<file path="config.mk">
export PLATFORM = sky130hd
export DESIGN_NAME = writeback_arbiter_20
export DESIGN_NICKNAME = d
export VERILOG_FILES = /design/src/rtl/writeback_arbiter_20.sv
export SDC_FILE = /design/constraint.sdc
export NUM_CORES = 1
export LEC_CHECK = 0
export ABC_AREA = 0
export BUFFER_PORTS_ARGS = -buffer_cell sky130_fd_sc_hd__buf_2
export CORE_ASPECT_RATIO = 1.4
export CORE_MARGIN = 3
export CORE_UTILIZATION = 51
export CTS_CLUSTER_DIAMETER = 80
export DETAILED_ROUTE_END_ITERATION = 10
export PLACE_DENSITY = 0.73
export RECOVER_POWER = 100
export SYNTH_ARGS = -nofsm -noshare
export SYNTH_HDL_FRONTEND = slang
export SYNTH_SLANG_ARGS = --single-unit
</file>
<file path="constraint.sdc">
create_clock -name clk -period 5.7 [get_ports clk]
set_input_delay 1.14 -clock clk [delete_from_list [all_inputs] [get_ports clk]]
set_output_delay 1.14 -clock clk [all_outputs]
set_load 0.02 [all_outputs]
</file>
<file path="src/rtl/writeback_arbiter_20.sv">
`default_nettype none
// ==========================================================================
// writeback_arbiter_20: ALU/load-return writeback merge, load FIFO, pending-load scoreboard
// Revision: 1.0
// ==========================================================================
module writeback_arbiter_20 #(
    parameter int DATA_W     = 20,
    parameter int ADDR_W     = 3,
    parameter int FIFO_DEPTH = 4
) (
    input  logic                          clk,
    input  logic                          rst,
    input  logic                          alu_valid,
    input  logic [ADDR_W-1:0]             alu_rd,
    input  logic [DATA_W-1:0]             alu_data,
    input  logic                          mem_valid,
    input  logic [ADDR_W-1:0]             mem_rd,
    input  logic [DATA_W-1:0]             mem_data,
    output logic                          mem_ready,
    input  logic                          issue_valid,
    input  logic [ADDR_W-1:0]             issue_rd,
    output logic                          issue_stall,
    output logic [(2**ADDR_W)-1:0]        busy,
    output logic                          WE3,
    output logic [ADDR_W-1:0]             A3,
    output logic [DATA_W-1:0]             WD3,
    output logic [$clog2(FIFO_DEPTH):0]   fifo_count,
    output logic                          ovf_err,
    output logic                          waw_err
);

    localparam int NREG  = 2**ADDR_W;
    localparam int PTR_W = $clog2(FIFO_DEPTH);
    localparam int CNT_W = PTR_W + 1;

    logic [PTR_W-1:0]  wr_ptr;
    logic [PTR_W-1:0]  rd_ptr;
    logic [ADDR_W-1:0] fifo_rd   [FIFO_DEPTH];
    logic [DATA_W-1:0] fifo_data [FIFO_DEPTH];
    logic [1:0]        cnt       [NREG];

    logic              enq;
    logic              deq;
    logic              drop;
    logic [ADDR_W-1:0] head_rd;
    logic [DATA_W-1:0] head_data;
    logic [NREG-1:0]   inc_vec;
    logic [NREG-1:0]   dec_vec;

    // Readiness comes from the registered count only, so a same-cycle dequeue never frees a slot early.
    assign mem_ready = (fifo_count < CNT_W'(FIFO_DEPTH));
    assign enq       = mem_valid & mem_ready;
    assign drop      = mem_valid & ~mem_ready;
    assign deq       = ~alu_valid & (fifo_count != '0);
    assign head_rd   = fifo_rd[rd_ptr];
    assign head_data = fifo_data[rd_ptr];

    assign issue_stall = issue_valid && (cnt[issue_rd] == 2'd3);

    always_ff @(posedge clk) begin
        if (enq) begin
            fifo_rd[wr_ptr]   <= mem_rd;
            fifo_data[wr_ptr] <= mem_data;
        end
    end

    always_ff @(posedge clk or negedge rst) begin
        if (!rst) begin
            wr_ptr     <= '0;
            rd_ptr     <= '0;
            fifo_count <= '0;
        end else begin
            if (enq) wr_ptr <= wr_ptr + 1'b1;
            if (deq) rd_ptr <= rd_ptr + 1'b1;
            unique case ({enq, deq})
                2'b10:   fifo_count <= fifo_count + 1'b1;
                2'b01:   fifo_count <= fifo_count - 1'b1;
                default: fifo_count <= fifo_count;
            endcase
        end
    end

    always_ff @(posedge clk or negedge rst) begin
        if (!rst) begin
            WE3 <= 1'b0;
            A3  <= '0;
            WD3 <= '0;
        end else if (alu_valid) begin
            WE3 <= (alu_rd != '0);
            A3  <= alu_rd;
            WD3 <= alu_data;
        end else if (deq) begin
            WE3 <= (head_rd != '0);
            A3  <= head_rd;
            WD3 <= head_data;
        end else begin
            WE3 <= 1'b0;
        end
    end

    // Register 0 is skipped entirely; its counter stays at its reset value.
    always_comb begin
        inc_vec = '0;
        dec_vec = '0;
        busy    = '0;
        for (int r = 1; r < NREG; r++) begin
            inc_vec[r] = issue_valid && !issue_stall && (issue_rd == ADDR_W'(r));
            dec_vec[r] = deq && (head_rd == ADDR_W'(r)) && (cnt[r] != 2'd0);
            busy[r]    = (cnt[r] != 2'd0);
        end
    end

    always_ff @(posedge clk or negedge rst) begin
        if (!rst) begin
            for (int r = 0; r < NREG; r++) cnt[r] <= 2'd0;
        end else begin
            for (int r = 0; r < NREG; r++) begin
                if (inc_vec[r] && !dec_vec[r])
                    cnt[r] <= cnt[r] + 2'd1;
                else if (dec_vec[r] && !inc_vec[r])
                    cnt[r] <= cnt[r] - 2'd1;
            end
        end
    end

    always_ff @(posedge clk or negedge rst) begin
        if (!rst) begin
            ovf_err <= 1'b0;
            waw_err <= 1'b0;
        end else begin
            if (drop) ovf_err <= 1'b1;
            if (alu_valid && (alu_rd != '0) && busy[alu_rd]) waw_err <= 1'b1;
        end
    end

endmodule
`default_nettype wire
</file>
==> Word level (Yosys, flattened, before mapping) <==
Memory sizes are Yosys's and may differ from the RTL's.
Index checks and enable logic that the tools add are counted.
Widths: inputs -> output; s select.
{ "totals": {"reg_bits": 47, "mem_bits_rw": 92, "out_inout_bits": 39, "wordCells": 162, "n_memories": 2} }
{ "classes": {"add_sub_neg": 18, "order_cmp": 3, "eq_ne": 17, "mux": 28, "bitwise": 6, "n_reduce_logical": 73} }
{ "mem_list": {"columns": ["name", "depth", "word_bits", "rd", "rd_ports_with_merged_regs", "write_ports", "line_no", "rtl"], "rows": [
  ["fifo_data", 4, 20, 1, 0, 1, "39", "logic [DATA_W-1:0] fifo_data [FIFO_DEPTH];"],
  ["fifo_rd", 4, 3, 1, 0, 1, "38", "logic [ADDR_W-1:0] fifo_rd [FIFO_DEPTH];"]
]} }
{ "ops": {"columns": ["cell", "count"], "rows": [
  ["$mux 20", 2],
  ["$logic_and 1x1->1", 39],
  ["$mux 2", 16],
  ["$reduce_bool 2->1", 16],
  ["$eq 3x3->1 const B", 8],
  ["$add 2x1->2 const B", 9],
  ["$logic_not 1->1", 15],
  ["$sub 2x1->2 const B", 7],
  ["$eq 3x2->1 const B", 4],
  ["$reduce_bool 3->1", 3],
  ["$bmux 2 s3", 1],
  ["$eq 3x1->1 const B", 2],
  ["$mux 3", 2],
  ["$pmux 3 s2", 1],
  ["$mux 1", 5],
  ["$eq 2x2->1 const B", 2],
  ["$ge 4x4->1 const B", 1],
  ["$lt 3x4->1 const B", 1],
  ["$not 3->4", 1],
  ["$add 3x1->3 const B", 1],
  ["$and 1x1->1", 3],
  ["$bmux 1 s3", 1],
  ["$lt 3x3->1 const B", 1],
  ["$sub 3x1->3 const B", 1],
  ["2 further kinds", 3]
]} }

==> Longest topological paths before layout <==
Gate-level depths: netlist (run 1).
{ "depth": {"ltp_word": 13, "depth_mapped": 10, "mapped_depth_nobuf": 9} }

==> Least setup slack after synthesis (run 1) <==
Ideal clock, no wire load.
{ "synth_path": {"path_type": "input port to output port", "start": "in issue_rd[1]", "end": "out issue_stall", "t_arrival_ns": 2.201, "required_time_ns": 4.560, "setup_slack_ns": 2.359, "path_stages": 4, "path_buffers": 1, "cell_sequence": "buf_2 > mux4_2 > nand2_1 > and3_1"} }
{ "synth_via": {"elab_chain_len": 6} }
{ "synth_rtl": {"columns": ["item", "line_no", "rtl"], "rows": [
  ["start, declared", "21", "input logic [ADDR_W-1:0] issue_rd,"],
  ["$not 3->4 (implied by the code)", "58", "assign issue_stall = issue_valid && (cnt[issue_rd] == 2'd3);"],
  ["$bmux 2 s3", "58", null],
  ["$mux 2 (implied by the code) (2 in a row)", "58", null],
  ["$eq 2x2->1", "58", null],
  ["$logic_and 1x1->1", "58", null],
  ["end, declared", "22", "output logic issue_stall,"]
]} }
No other way between the ends. The select of a mux whose other input is x is not followed.

==> Final worst setup path (run 1) <==
{ "layout_path": {"start": "in alu_valid", "end": "reg cnt[1] (netlist name)"} }
{ "layout_via": {"elab_chain_len": 7, "elab_cells_between_ends": 9} }
{ "layout_rtl": {"columns": ["item", "line_no", "rtl"], "rows": [
  ["start, declared", "13", "input logic alu_valid,"],
  ["$not 1->1 *", "54", "assign deq = ~alu_valid & (fifo_count != '0);"],
  ["$and 1x1->1 *", "54", null],
  ["via deq", "43", "logic deq;"],
  ["$logic_and 1x1->1 * (2 in a row)", "108", "dec_vec[r] = deq && (head_rd == ADDR_W'(r)) && (cnt[r] != 2'd0);"],
  ["$logic_not 1->1", "118", "if (inc_vec[r] && !dec_vec[r])"],
  ["$logic_and 1x1->1", "118", null],
  ["$mux 2 / $reduce_bool 2->1 (equally long branches)", null, null],
  ["end signal, assigned by index", "119", "cnt[r] <= cnt[r] + 2'd1;"],
  ["end signal, assigned by index", "121", "cnt[r] <= cnt[r] - 2'd1;"],
  ["end, declared", "40", "logic [1:0] cnt [NREG];"]
]} }
The timed path passes the listed nets; every way through them passes the cells marked *.
A chain may end at the register's enable or synchronous reset.

==> impl_metrics.yaml, run 1 <==
sta:
  drv_slew: 121
  rsz0062_at_grt: "false"
  setup_viol: 0
  min_period_ns: 3.70
  fin_crit_sh_pct: 64.9
  setup_ws_ns: 2.00
  hold_ws_ns: 0.468
  slew_headroom_pct: -79.0
  worst_slew_pin_slew_ns: 2.69
  max_freq_mhz: 270
  setup_tns_ns: 0
  clock_skew_ns: 0.0189
  hold_viol_final: 0
clocking:
  clkSinkCount: 139
  htree_num_levels: 4
  cts-resized-gates: 0
  clkLatencyLatePin_ns: 0.41
  cts_hold_buf: 0
  numCtsBuffers: 17
  root_buffer: "clkbuf_16"
  clock_path_buffers: 2
  post_cts_buffers: 0
  cts_tree: "done"
  path_clk_slew_ns: 0.06
worst_setup_path:
  rr_endpoint: "cnt[1]"
  cp.required_ns: 6.00
  critPathCaptureType: "register"
  worst_setup_path_start_kind: "input port"
  max_stage_delay_ns: 1.24
  critPathKind: "input port to register"
  crit_cells: 9
  cp_common_cell: "xor2_1"
  cp_max_fo: 24
  cp.arrival_ns: 4.00
  path_buf_inv: 2
  reg2reg_depth: 9
  r2r_start: "fifo_count[0]"
  path_cells: "clkbuf_1, or2_0, inv_1, and2_0, nand4_1, ha_1, xor2_1, nor2_1, xor2_1"
  critical_path.top_delay_family: "simple AND/OR/NAND/NOR gates"
  cpMaxStageDelayCell: "or2_0"
  rrSetupSlack_ns: 2.30
global_routing:
  grt_overflow: 0
  grt_pass1_vias: 3504
  grt_util_all_layers_pct: 19.8
  grt_antenna_before_repair: 0
  grt_max_degree: 48
  grt_pass1_wl_um: 18300
worst_hold_path:
  hold_class: "register to register"
  hold_end: "ovf_err"
  min_from: "ovf_err"
  hold_depth: 1
cells_and_area:
  drive_above_1_share_pct: 18.5
  final_common_cell: "edfxtp_1"
  area_growth_pct: 18.6
  diodes: 0
  post-route-util_pct: 62.4
  final_cell_mix: "92 x edfxtp_1, 74 x clkbuf_1, 55 x nor2_1, 46 x dfrtp_1, 27 x buf_2"
  fin_nets: 536
  finalNonFillerCells: 623
pwr:
  p_int_uw: 2430
  seq_power_share_pct: 42.5
  leakage_uw: 0.00250
  power.switching_uw: 1140
  power.density_nw_per_um2: 524
  pwr-share-clk_pct: 29.5
  ir_worst_vdd_mv: 0.304
  comb_power_share_pct: 27.9
  sw_frac_of_total_pct: 31.9
yosys:
  synth_nets: 436
  yosysTopAreaCell: "edfxtp_1"
  ys.flop_type: "edfxtp_1"
  yosys_warnings: 0
  synthCells: 369
  synth_area_leaders: "edfxtp_1 48%, dfrtp_1 20%, mux4_2 9.8%, nor2_1 3.6%, ha_1 2.6%"
  synthArstFlopShare_pct: 33.8
  synth_area_um2: 5740
  yosysSeqAreaShare_pct: 68.6
  ys_ff_latch: 139
  avgSynthCellArea_um2: 15.6
  synth_edf_count: 92
  synth_top_area_share_pct: 48.1
  ys_types: 40
floorplan:
  die_area_um2: 12600
  start_util_pct: 52.6
  io_pins: 93
  dieWidth_um: 95.7
  num_rows: 45
  core_area_um2: 10900
  dieHeight_um: 132
drt:
  firstDrtPassIters: 6
  drc: 0
  wirelength_um: 11300
  wire_per_inst_um: 18.1
  antenna_left: 0
  vias_per_cell: 5.40
  initialDrtViolationCount: 145
  dr_total_vias: 3366
run_status:
  violations: "max-capacitance violations, max-slew violations"
  status: "finished with violations"
place:
  port-buffer-count: 91
  dp_cells: 591
  hpwlAfterDp_um: 7450
  gp_congestion: 0.747
  pre_cts_slack_ns: 2.27
job:
  max-cap-violations: 4
## worst max-delay path by stage
stage / from / to / slack, ns
final: alu_valid / cnt[1] / 2.00
after CTS: issue_rd[1] / issue_stall / 2.27
after global placement: issue_rd[1] / issue_stall / 2.30
after floorplan: issue_rd[1] / issue_stall / 2.36
after global routing: rst / rd_ptr[0] / 1.66
after detailed placement: issue_rd[1] / issue_stall / 2.27
## power groups by stage
stage                     logic [uW]  clock network (uW)  registers [uW]
final                            997                1050            1520
after global routing            1090                1120            1560
after CTS                       1060                1070            1510
after detailed placement        1050                   0            1530
after global placement          1030                   0            1520
after floorplan                  709                   0            1550
## flip-flops by register name (all words and copies together) (netlist names)
signal / cells
A3: 3
fifo_data: 80
ovf_err: 1
fifo_rd: 12
WE3: 1
WD3: 20
wr_ptr: 2
waw_err: 1
cnt: 14
fifo_count: 3
rd_ptr: 2
## cells in the mapped netlist (all sizes together), types with 2 or more instances
cell type / n
edfxtp: 92
nor2: 55
dfrtp: 47
mux4: 25
o22ai: 21
xor2: 15
ha: 12
inv: 12
xnor2: 12
nand2: 10
buf: 9
nand3: 8
or2: 8
clkbuf: 7
and2: 5
nor3: 5
nor2b: 3
a222oi: 2
nand3b: 2
nand4: 2
nor4: 2
o21ai: 2
## per-stage QoR
stage	power (uW)	instance area, um^2
global route	3770	6810
finish	3570	6810
global placement	2550	6340
detailed placement	2580	6340
floorplan	2260	5740
CTS	3640	6910
## kinds of logic (layout without fill, tap and decap cells)
family | Yosys count | count (layout) | synth area share (%)
multiplexers | 26 | 26 | 9.98
other | 1 | 1 | 0.0653
AO/OA/AOI/OAI | 32 | 32 | 3.79
flip-flops | 139 | 139 | 68.6
AND/OR/NAND/NOR | 103 | 103 | 8.28
buffers and inverters | 28 | 141 | 2.22
adder cells (fa/ha/maj) | 13 | 13 | 2.96
XOR/XNOR | 27 | 27 | 4.12
## routing by layer
layer	wire [um]	global-route usage [%]	vias to the layer above
li1	-	-	1571
met1	4260	24.2	1685
met2	6110	33.0	95
met3	728	6.01	15
met4	182	6.72	0
met5	0	0	-
## cell type report
type                            count  area (um^2)
Timing Repair Buffer               97          402
Fill cell                         862         4110
Clock buffer                       25          485
Multi-Input combinational cell    202         1670
Clock inverter                      7         90.1
Inverter                           12         45.0
Sequential cell                   139         3940
Tap cell                          141          176
## worst register-to-register path: stages (launching register included)
cell	delay, ns
dfrtp_1	0.44
nor3_1	0.23
or2_0	1.22
inv_1	0.36
and2_0	0.37
nand4_1	0.13
ha_1	0.17
xor2_1	0.16
nor2_1	0.06
xor2_1	0.14
Power figures use the tool's default switching activity.
==> inputs of run 2 (changes only) <==
ABC_AREA = 1   (was 0)
PLACE_DENSITY = 0.72   (was 0.73)
clock period = 3.6 ns   (was 5.7 ns; I/O delays follow)
==> impl_metrics.yaml, run 2 <==
sta:
  setup_ws_ns: 0.697
  worst_slew_pin_slew_ns: 2.40
  min_period_ns: 2.90
  clock_skew_ns: 0.00596
  max_freq_mhz: 345
  rsz0062_at_grt: "false"
  fin_crit_sh_pct: 80.6
  setup_tns_ns: 0
  drv_slew: 114
  slew_headroom_pct: -59.9
  setup_viol: 0
  hold_viol_final: 0
pwr:
  power.switching_uw: 2300
  p_int_uw: 3910
  sw_frac_of_total_pct: 37.0
  leakage_uw: 0.00304
  p_total_uw: 6210
  pwr-share-clk_pct: 29.4
  ir_worst_vdd_mv: 0.383
  power.density_nw_per_um2: 845
  comb_power_share_pct: 32.0
  seq_power_share_pct: 38.6
drt:
  firstDrtPassIters: 5
  antenna_left: 0
  wire_per_inst_um: 15.5
  drc: 0
  wirelength_um: 13500
  vias_per_cell: 5.25
  initialDrtViolationCount: 308
  dr_total_vias: 4567
place:
  hpwlAfterDp_um: 8720
  gp_congestion: 0.858
  place_area_um2: 6860
  pre_cts_slack_ns: 1.07
  port-buffer-count: 91
clocking:
  clock_path_buffers: 2
  clkSinkCount: 139
  htree_num_levels: 4
  cts-resized-gates: 0
  clkLatencyLatePin_ns: 0.41
  post_cts_buffers: 0
  cts_hold_buf: 0
  path_clk_slew_ns: 0.06
  numCtsBuffers: 17
  cts_tree: "done"
  root_buffer: "clkbuf_16"
global_routing:
  gr-usage-met2_pct: 35.5
  use_met1_pct: 24.2
  grt_util_all_layers_pct: 20.4
  use_met3_pct: 4.76
  grt_pass1_wl_um: 21400
  grt_max_degree: 44
  grt_overflow: 0
  grt_pass1_vias: 4414
  grt_antenna_before_repair: 0
  busiest_layer: "met2"
cells_and_area:
  drive_above_1_share_pct: 11.8
  top_register: "fifo_data"
  final_cell_mix: "120 x nand2_1, 100 x nor2_1, 92 x edfxtp_1, 69 x clkbuf_1, 54 x inv_1"
  fin_nets: 777
  final_common_cell: "nand2_1"
  fin_area_um2: 7340
  register_area_um2: 3940
  largest_reg_flops: 80
  nFillCells: 1038
  area_growth_pct: 16.2
  multiInputGateArea_um2: 1960
  diodes: 0
  top_regs: "fifo_data: 80 flops, WD3: 20 flops, cnt: 14 flops"
worst_hold_path:
  hold_depth: 1
  hold_class: "register to register"
  hold_end: "ovf_err"
  min_from: "ovf_err"
yosys:
  ys_types: 31
  ys.flop_type: "edfxtp_1"
  avgSynthCellArea_um2: 10.2
  yosysSeqAreaShare_pct: 62.3
  synth_nets: 685
  yosys_warnings: 0
  yosysMostFrequentCell: "nand2_1"
  synth_area_um2: 6320
  synthCells: 618
  synth_edf_count: 92
  synth_top_area_share_pct: 43.7
  synth_area_leaders: "edfxtp_1 44%, dfrtp_1 19%, nand2_1 7.1%, nor2_1 6.1%, inv_1 3.1%"
  synth_common_cells: "120 x nand2_1, 103 x nor2_1, 92 x edfxtp_1"
  synthArstFlopShare_pct: 33.8
  yosysTopAreaCell: "edfxtp_1"
  ys_ff_latch: 139
worst_setup_path:
  cp.required_ns: 3.89
  rrSetupSlack_ns: 0.78
  cp.arrival_ns: 3.19
  cp_max_fo: 25
  r2r_start: "rd_ptr[0]"
  critPathCaptureType: "register"
  path_cells: "clkbuf_1, a21oi_1, nand3_2, inv_1, nand4_1, ha_1, a21oi_1, o21ai_0, xnor2_1"
  max_stage_delay_ns: 0.80
  critPathKind: "input port to register"
  reg2reg_depth: 11
  worst_setup_path_start_kind: "input port"
  rr_endpoint: "cnt[5]"
  cp_common_cell: "a21oi_1"
  cpMaxStageDelayCell: "a21oi_1"
job:
  max-cap-violations: 5
run_status:
  status: "finished with violations"
  violations: "max-capacitance violations, max-slew violations"
floorplan:
  dieHeight_um: 138
  dieWidth_um: 100
  die_area_um2: 13800
  start_util_pct: 52.7
  io_pins: 93
  core_area_um2: 12000
  num_rows: 47
## run 2: how the worst max path moves through the flow
stage | startpoint | endpoint | slack (ns) | cells after the start
final | alu_valid | cnt[7] | 0.70 | 9
after CTS | rd_ptr[1] | cnt[5] | 1.12 | 10
after global routing | alu_valid | cnt[7] | 0.48 | 9
after global placement | alu_valid | fifo_count[2] | 1.12 | 8
after detailed placement | alu_valid | cnt[5] | 1.07 | 9
after floorplan | issue_rd[0] | issue_stall | 1.27 | 8
## run 2: cells by family (layout without fill, tap and decap cells)
logic type / count (synthesis) / after routing / share of synthesized area [%]
xor gates and xnor gates: 18 / 18 / 2.50
adders and majority gates: 13 / 13 / 2.69
DFF: 139 / 139 / 62.3
other: 1 / 1 / 0.0593
buffers and inverters: 83 / 188 / 6.10
and+or+nand+nor: 259 / 259 / 16.5
AOI/OAI and AO/OA: 105 / 105 / 9.78
## run 2: final cells by class
class / count / area share, %
clock inverter: 13 / 2.62
tap: 147 / 2.51
inverter: 57 / 2.91
sequential: 139 / 53.6
timing repair buffer: 99 / 5.71
clock buffer: 19 / 5.90
multi-input combinational: 396 / 26.7
## run 2: routing by layer
metal,vias to the layer above,share of wire (%)
met5,-,0
met4,0,2.0
met3,16,5.7
met2,145,52
met1,2175,41
li1,2231,-
## run 2: metrics by stage
stage                     utilization [%]  cells  hold WS [ns]
after floorplan                         -    618         0.424
after CTS                            62.4    870         0.451
final                                61.2    870         0.451
after detailed placement             57.2    838         0.439
after global routing                 61.2    870         0.470
after global placement               57.2    838         0.435
## run 2: critical path, delay by kind of cell
kind                       cells  cell delay, ns
AOI/OAI and AO/OA              3            1.07
xor gates and xnor gates       1            0.14
adders and majority gates      1            0.33
buffers and inverters          2            0.64
and+or+nand+nor                2            0.30
## run 2: power by group through the flow
stage                     Combinational (uW)  Sequential (uW)  Clock [uW]
after CTS                               2110             2380        1850
final                                   1990             2400        1820
after global routing                    2230             2440        1930
after floorplan                         1400             2520           0
after global placement                  2010             2390           0
after detailed placement                2090             2410           0
